`src/rtl/cpu_state_dump_ctrl.sv`:
```
`default_nettype none
// ============================================================================
//  Module   : cpu_state_dump_ctrl
//  Purpose  : Run-control and state-dump engine for the pipelined RISC-V CPU.
//             Counts RUN cycles after reset release and watches for a stop
//             condition (external halt, PC stuck at one value, or cycle
//             timeout). On a stop it freezes the core, then streams every
//             register-file word followed by every data-memory word over a
//             valid/ready port. dump_done is sticky until reset.
//  Ports    : clk, reset_b (async active-low)
//             cfg_max_cycles  - timeout stop point, 0 disables
//             halt_req, pc    - stop request level / current fetch PC
//             cpu_stall       - freezes the core from FREEZE onward
//             rf_raddr/rf_rdata, dm_raddr/dm_rdata - combinational debug reads
//             dump_valid/dump_ready/dump_is_mem/dump_idx/dump_data - dump stream
//             dump_done, cycle_count, stop_cause - status
//  Revision : 1.0 - initial release
// ============================================================================
module cpu_state_dump_ctrl #(
   parameter int XLEN        = 64,
   parameter int NUM_REGS    = 32,
   parameter int DMEM_DEPTH  = 8,
   parameter int CYC_W       = 16,
   parameter int PC_STABLE_N = 4,
   parameter int RF_AW       = (NUM_REGS > 1) ? $clog2(NUM_REGS) : 1,
   parameter int DM_AW       = (DMEM_DEPTH > 1) ? $clog2(DMEM_DEPTH) : 1,
   parameter int IDX_W       = (RF_AW > DM_AW) ? RF_AW : DM_AW
) (
   input  logic             clk,
   input  logic             reset_b,
   input  logic [CYC_W-1:0] cfg_max_cycles,
   input  logic             halt_req,
   input  logic [XLEN-1:0]  pc,
   output logic             cpu_stall,
   output logic [RF_AW-1:0] rf_raddr,
   input  logic [XLEN-1:0]  rf_rdata,
   output logic [DM_AW-1:0] dm_raddr,
   input  logic [XLEN-1:0]  dm_rdata,
   output logic             dump_valid,
   input  logic             dump_ready,
   output logic             dump_is_mem,
   output logic [IDX_W-1:0] dump_idx,
   output logic [XLEN-1:0]  dump_data,
   output logic             dump_done,
   output logic [CYC_W-1:0] cycle_count,
   output logic [1:0]       stop_cause
);

   localparam int               SC_W          = $clog2(PC_STABLE_N + 1);
   localparam logic [IDX_W-1:0] C_RF_LAST     = IDX_W'(NUM_REGS - 1);
   localparam logic [IDX_W-1:0] C_DM_LAST     = IDX_W'(DMEM_DEPTH - 1);
   localparam logic [SC_W-1:0]  C_STABLE_LAST = SC_W'(PC_STABLE_N - 1);
   localparam logic [CYC_W-1:0] C_CYC_MAX     = '1;

   localparam logic [1:0] C_CAUSE_TIMEOUT = 2'b01;
   localparam logic [1:0] C_CAUSE_HALT    = 2'b10;
   localparam logic [1:0] C_CAUSE_STABLE  = 2'b11;

   typedef enum logic [2:0] {
      S_RUN    = 3'd0,
      S_FREEZE = 3'd1,
      S_LOAD   = 3'd2,
      S_SEND   = 3'd3,
      S_DONE   = 3'd4
   } state_t;

   state_t           state_q,   state_d;
   logic [CYC_W-1:0] cycle_q,   cycle_d;
   logic [SC_W-1:0]  stable_q,  stable_d;
   logic [XLEN-1:0]  prev_pc_q, prev_pc_d;
   logic [IDX_W-1:0] ptr_q,     ptr_d;
   logic             is_mem_q,  is_mem_d;
   logic             stall_q,   stall_d;
   logic             valid_q,   valid_d;
   logic             done_q,    done_d;
   logic [IDX_W-1:0] idx_q,     idx_d;
   logic [XLEN-1:0]  data_q,    data_d;
   logic [1:0]       cause_q,   cause_d;

   logic w_pc_same;
   logic w_trig_stable;
   logic w_trig_timeout;

   assign w_pc_same      = (pc == prev_pc_q);
   // Counter already holds PC_STABLE_N-1 repeats and this cycle repeats again.
   assign w_trig_stable  = w_pc_same && (stable_q == C_STABLE_LAST);
   // Fires in the last of cfg_max_cycles RUN cycles so the stop lands exactly on it.
   assign w_trig_timeout = (cfg_max_cycles != '0) &&
                           (cycle_q == (cfg_max_cycles - CYC_W'(1)));

   always_comb begin
      state_d   = state_q;
      cycle_d   = cycle_q;
      stable_d  = stable_q;
      prev_pc_d = prev_pc_q;
      ptr_d     = ptr_q;
      is_mem_d  = is_mem_q;
      stall_d   = stall_q;
      valid_d   = valid_q;
      done_d    = done_q;
      idx_d     = idx_q;
      data_d    = data_q;
      cause_d   = cause_q;

      case (state_q)
         S_RUN: begin
            cycle_d   = (cycle_q == C_CYC_MAX) ? cycle_q : cycle_q + CYC_W'(1);
            stable_d  = w_pc_same ? stable_q + SC_W'(1) : '0;
            prev_pc_d = pc;
            if (halt_req || w_trig_stable || w_trig_timeout) begin
               state_d = S_FREEZE;
               stall_d = 1'b1;
               if (halt_req)           cause_d = C_CAUSE_HALT;
               else if (w_trig_stable) cause_d = C_CAUSE_STABLE;
               else                    cause_d = C_CAUSE_TIMEOUT;
            end
         end
         S_FREEZE: begin
            // One idle cycle lets in-flight writebacks land before reading.
            ptr_d    = '0;
            is_mem_d = 1'b0;
            state_d  = S_LOAD;
         end
         S_LOAD: begin
            data_d  = is_mem_q ? dm_rdata : rf_rdata;
            idx_d   = ptr_q;
            valid_d = 1'b1;
            state_d = S_SEND;
         end
         S_SEND: begin
            if (dump_ready) begin
               valid_d = 1'b0;
               state_d = S_LOAD;
               if (!is_mem_q) begin
                  if (ptr_q == C_RF_LAST) begin
                     ptr_d    = '0;
                     is_mem_d = 1'b1;
                  end else begin
                     ptr_d = ptr_q + IDX_W'(1);
                  end
               end else if (ptr_q == C_DM_LAST) begin
                  state_d = S_DONE;
                  done_d  = 1'b1;
               end else begin
                  ptr_d = ptr_q + IDX_W'(1);
               end
            end
         end
         S_DONE: begin
            state_d = S_DONE;
         end
         default: begin
            state_d = S_RUN;
         end
      endcase
   end

   always_ff @(posedge clk or negedge reset_b) begin
      if (!reset_b) begin
         state_q   <= S_RUN;
         cycle_q   <= '0;
         stable_q  <= '0;
         prev_pc_q <= '0;
         ptr_q     <= '0;
         is_mem_q  <= 1'b0;
         stall_q   <= 1'b0;
         valid_q   <= 1'b0;
         done_q    <= 1'b0;
         idx_q     <= '0;
         data_q    <= '0;
         cause_q   <= 2'b00;
      end else begin
         state_q   <= state_d;
         cycle_q   <= cycle_d;
         stable_q  <= stable_d;
         prev_pc_q <= prev_pc_d;
         ptr_q     <= ptr_d;
         is_mem_q  <= is_mem_d;
         stall_q   <= stall_d;
         valid_q   <= valid_d;
         done_q    <= done_d;
         idx_q     <= idx_d;
         data_q    <= data_d;
         cause_q   <= cause_d;
      end
   end

   // Both debug read ports follow the dump pointer; only one is consumed.
   assign rf_raddr    = ptr_q[RF_AW-1:0];
   assign dm_raddr    = ptr_q[DM_AW-1:0];
   assign cpu_stall   = stall_q;
   assign dump_valid  = valid_q;
   assign dump_is_mem = is_mem_q;
   assign dump_idx    = idx_q;
   assign dump_data   = data_q;
   assign dump_done   = done_q;
   assign cycle_count = cycle_q;
   assign stop_cause  = cause_q;

endmodule
`default_nettype wire

```
`config.mk`:
```
export PLATFORM = sky130hd
export DESIGN_NAME = cpu_state_dump_ctrl
export DESIGN_NICKNAME = d
export VERILOG_FILES = /design/src/rtl/cpu_state_dump_ctrl.sv
export SDC_FILE = /design/constraint.sdc
export NUM_CORES = 1
export LEC_CHECK = 0
export ABC_CLOCK_PERIOD_IN_PS = 2200
export BUFFER_PORTS_ARGS = -buffer_cell sky130_fd_sc_hd__buf_2
export CORE_MARGIN = 5
export CORE_UTILIZATION = 45
export DETAILED_ROUTE_END_ITERATION = 8
export GPL_ROUTABILITY_DRIVEN = 0
export GPL_TIMING_DRIVEN = 0
export PLACE_DENSITY = 0.77
export SETUP_SLACK_MARGIN = 0.15
export SLEW_MARGIN = 30
export SYNTH_ARGS = -nofsm -noshare
export SYNTH_HDL_FRONTEND = slang
export SYNTH_SLANG_ARGS = --single-unit
```
`constraint.sdc`:
```
create_clock -name clk -period 2.2 [get_ports clk]
set_clock_uncertainty 0.2 [all_clocks]
set_input_delay 0.22 -clock clk [delete_from_list [all_inputs] [get_ports clk]]
set_output_delay 0.22 -clock clk [all_outputs]
set_load 0.01 [all_outputs]
```
### Word-level counts from Yosys, hierarchy flattened

Index checks and enable logic that the tools add are counted.

* $add $sub $neg: 4
* $mul: 0
* divide/modulo/power cells: 0
* order comparisons: 0
* equality and inequality tests: 13
* shift operators: 0
* muxes and demuxes: 20
* bitwise operators: 1
* reductions and logical operators: 15

Operators by type and width (count)
* == test 64 bit: 1
* two-way mux 64 bit: 1
* two-way mux 5 bit: 4
* adder 16 x 1 -> 16 bit (second input constant): 1
* == test 16 bit: 1
* == test 16 bit (second input constant): 1
* nonzero test 16 bit: 1
* subtractor 16 x 1 -> 16 bit (second input constant): 1
* two-way mux 3 bit: 5
* case mux 3 bit (5 select lines): 1
* case mux 5 bit (2 select lines): 1
* AND reduction 2 bit: 5
* == test 3 x 2 -> 1 bit (second input constant): 3
* adder 5 x 1 -> 5 bit (second input constant): 1
* == test 5 x 3 -> 1 bit (second input constant): 1
* == test 5 bit (second input constant): 1
* two-way mux 1 bit: 4
* two-way mux 2 bit: 2
* != test 2 bit (second input constant): 2
* case mux 1 bit (2 select lines): 2
* AND reduction 4 bit: 1
* nonzero test 2 bit: 2
* adder 3 x 1 -> 3 bit (second input constant): 1
* == test 3 x 1 -> 1 bit (second input constant): 1
* 7 further kinds: 9

* register bits after elaboration: 166
* latch bits: 0
* RAM bits: 0
* memory bits (read-only): 0
* output and inout port bits: 99
* memories kept: 0

### Longest topological paths before layout

* depth in word-level cells: 6
* mapped depth: 10

### Least setup slack after synthesis

Ideal clock, no wire load.

* path kind: input -> register
* from: input cfg_max_cycles[0]
* to: register stall_q (netlist: cpu_stall)
* library setup time: 65 ps
* data arrival time: 1982 ps
* data required time: 1935 ps
* path slack: -47 ps
* stages: 10
* buffers on the path: 1
* path through: inv_1 ha_1 buf_2 nor2b_1 nand4b_1 xnor2_1 nor4_2 nand4_1 a2111oi_4 o22a_1

* cells in the longest elaborated chain, start to end: 5

RTL lines
* start, declared: RTL line 31 `input logic [CYC_W-1:0] cfg_max_cycles,`
* subtractor 16 x 1 -> 16 bit: RTL line 89 `(cycle_q == (cfg_max_cycles - CYC_W'(1)));`
* == test 16 bit: RTL line 89
* logical AND 1 bit *: RTL line 88 `assign w_trig_timeout = (cfg_max_cycles != '0) &&`
* logical OR 1 bit *: RTL line 110 `if (halt_req || w_trig_stable || w_trig_timeout) begin`
* AND reduction 2 bit (no source line) *
* end signal, assigned: RTL line 179 `stall_q <= stall_d;`
* end, declared: RTL line 73 `logic stall_q, stall_d;`

Mark *: on every way between the ends. The rest lies on a longest branch, timed or not.
A chain may end at the register's enable or synchronous reset.

### Worst setup path in the final report

* from: register cycle_q[3] (netlist: cycle_count[3])
* to: register stall_q (netlist: cpu_stall)

* cells in the longest elaborated chain, start to end: 4

RTL lines
* start, declared: RTL line 68 `logic [CYC_W-1:0] cycle_q, cycle_d;`
* start signal, assigned: RTL line 174 `cycle_q <= cycle_d;`
* == test 16 bit: RTL line 89
* logical AND 1 bit: RTL line 88
* logical OR 1 bit: RTL line 110
* AND reduction 2 bit (no source line)

No other way between the ends.

==> impl_metrics.tcl <==
set metrics [dict create \
    timing.final.crit_share_pct 103 \
    power.total_mw 9.10 \
    vias 9099 \
    cap_violations 0 \
    core.rowCount 49 \
    io_pins 311 \
    endpoint_kind "flop" \
    hold_path.class "in2reg" \
    htreeDepth 4 \
    num-fill-cells 1137 \
    synth.avg_cell_area_um2 9.45 \
    synthesis.area_um2 8320 \
    clk_path_buf_depth 2 \
    synth_commonest_cells "nand2_1, dfrtp_1, nor2_1" \
    wl_per_cell_um 19.5 \
    max_freq_mhz 440 \
    startpoint_type "flop" \
    grt_max_degree 87 \
    io_buffer_count 310 \
    crit_required_ns 2.36 \
    async_reset_ff_share_pct 100 \
    grt_pass1_wl_mm 50.2 \
    status "finished, violations left" \
    violations "setup timing" \
    pwr-share-clk_pct 33.7 \
    dieHeight_um 146 \
    worst_slack_ns -0.0710 \
    clk_pin_slew_ns 0.07 \
    grt_usage_pct 29.4 \
    synth_largest_area_cell "dfrtp_1" \
    synth_seq_cells 166 \
    yosysSeqAreaShare_pct 49.9 \
    cp.buffers_inverters 1 \
    hold_violations 0 \
    gr-total-overflow 0 \
    synth_edf_count 0 \
    die_w_um 146 \
    ys.flop_type "dfrtp_1" \
    syn_to_final_growth_pct 60.6 \
    p_int_mw 6.21 \
    cts_tree "built" \
    critPathMaxStageDelay_ns 0.43 \
    arrival_ns 2.43 \
    drt_iter0_drc 542 \
    drive_above_1_share_pct 32.4 \
    p_sw_mw 2.90 \
    vias_per_cell 5.41 \
    path_max_fanout 4 \
    netlist.area_leader.share_pct 49.9 \
    drv_slew 0 \
    pre_cts_ws_ns -0.764 \
    cts_sinks 166 \
    dr.pass1.iters 5 \
    layout.nets 1655 \
    initial_core_util_pct 46.0 \
    synth_cell_type_count 44 \
    synth_fp_nets 1100 \
    seq_power_share_pct 40.9 \
    insertion_delay_ns 0.42 \
    critPathKind "reg2reg" \
    ir_drop_mv 0.559 \
    ant_nets 0 \
    setup_viol 4 \
    leakagePower_nw 6.10 \
    yosys_warnings 0 \
    antenna_found_initial 7 \
    period_needed_ns 2.27 \
    cts_made_buffers 17 \
    cts_root_buf "clkbuf_16" \
    netSwitchingFraction_pct 31.8 \
    slew_headroom_pct 47.4 \
    grt_pass1_vias 9652 \
    drt-total-wl_mm 32.8 \
    path_delay_family "compound AO/OA/AOI/OAI gates" \
    placed_area_um2 10200 \
    drc 0 \
    fin_area_um2 13400 \
    worstMarginPinSlew_ns 0.789 \
    dp.cells 1421 \
    synth_most_common_cell "nand2_1" \
    cp_slowest_cell "dfrtp_2" \
    core_um2 18100 \
    final_cells 1683 \
    hpwl_mm 18.6 \
    synth.area.top_cells "dfrtp_1, nand2_1, xnor2_1" \
    netlist_instances 881 \
    powerDensity_nw_per_um2 681 \
    grt_setup_unrepaired "yes" \
    combPwrFrac_pct 25.4 \
    cp_cell_sequence "xnor2_2, xnor2_1, o31a_1, nor4_2, nand4_1, a2111oi_4, buf_4, o22a_1" \
    die_area_um2 21300 \
]
kinds of logic (layout without fill, tap and decap cells):
family	after synthesis	in the layout	share of synthesized area, %
simple gates	384	384	20.2
flops	166	166	49.9
xor+xnor	105	105	11.0
compound gates	92	92	6.30
mux	73	73	8.87
buf+inv	54	622	2.60
fa+ha+maj	7	7	1.05
other cells	0	5	0
power by group through the flow:
stage / clock, mW / combinational (mW) / sequential [mW]
floorplan: 0 / 0.647 / 3.89
global placement: 0 / 1.75 / 3.70
detailed placement: 0 / 1.80 / 3.71
CTS: 3.08 / 2.11 / 3.65
global route: 3.24 / 2.45 / 3.75
finish: 3.07 / 2.31 / 3.72
final timing paths:
kind	startpoint	endpoint	slack, ns	cells after the start
worst max-delay path	cycle_count[3]	cpu_stall	-0.07	8
worst min-delay path	rf_rdata[2]	dump_data[2]	0.01	3
worst max register to register	cycle_count[3]	cpu_stall	-0.07	8
worst min register to register	stable_q[0]	stable_q[0]	0.28	1
max in group asynchronous	reset_b	cycle_count[1]	0.77	3
min in group asynchronous	reset_b	dump_data[41]	0.16	2
placed cells by master, fill, tap and decap left out, types with 4 or more instances in the layout:
cell type,instances
inv_6,5
xnor2_1,76
clkbuf_1,10
mux2i_1,67
clkbuf_16,17
o21ai_0,6
clkbuf_2,11
dfrtp_2,6
nor4_2,5
nand3_1,10
dfrtp_1,160
nand2_1,212
nor2_2,4
mux2_2,5
dlygate4sd3_1,192
nor4_1,4
nand2b_1,7
nor3_1,5
nand4_1,24
ha_1,6
xor2_1,24
buf_2,314
diode_2,5
nor2_1,79
inv_1,8
buf_6,9
a21oi_1,67
buf_4,31
xnor2_2,4
clkbuf_4,8
state kept, by name, indices dropped and copies added, names as in the netlist, 2 cells and up:
register / flops
cycle_count: 16
dump_data: 64
dump_idx: 5
prev_pc_q: 64
rf_raddr: 5
stable_q: 3
state_q: 3
stop_cause: 2
stage by stage:
stage                     hold slack [ns]  util (%)  TNS (ns)
after floorplan                    -0.276         -         0
after global placement              0.237      56.4   -365.17
after detailed placement           0.0454      56.6    -63.54
after CTS                         0.00514      72.1    -0.208
after global routing               0.0187      73.9    -0.832
final                              0.0149      73.9    -0.270
cell type report:
class | count | area [µm²] | area share, %
sequential | 166 | 4160 | 31.1
timing repair buffer | 537 | 3820 | 28.6
antenna | 5 | 12.5 | 0.0936
buffer | 45 | 288 | 2.15
tap | 229 | 287 | 2.14
multi-input combinational | 661 | 4180 | 31.2
clock buffer | 18 | 429 | 3.21
inverter | 8 | 30.0 | 0.225
clock inverter | 14 | 164 | 1.23
tightest hold or removal path, delay by kind of cell:
kind | cells | cell delay (ns)
buffers and inverters | 1 | 0.10
AOI/OAI and AO/OA | 1 | 0.17
muxes | 1 | 0.10
routing by layer:
metal	up-vias	routed length (µm)	part of all wire [%]	global-route usage [%]
met4	6	2080	6.3	18.0
met2	543	16300	50	49.5
met5	-	41	0.13	0
li1	4052	-	-	-
met1	4323	11700	36	33.2
met3	175	2650	8.1	8.30
timing repair:
item | 4_1_cts | 5_1_grt
setup endpoints to repair | 157 | 79
gates resized for setup | 65 | 52
hold buffers | 192 | 0
setup buffers | 17 | 17
endpoints found under the hold margin | 213 | 0
pin swaps | 18 | 26
(Power assumes the default switching activity.)
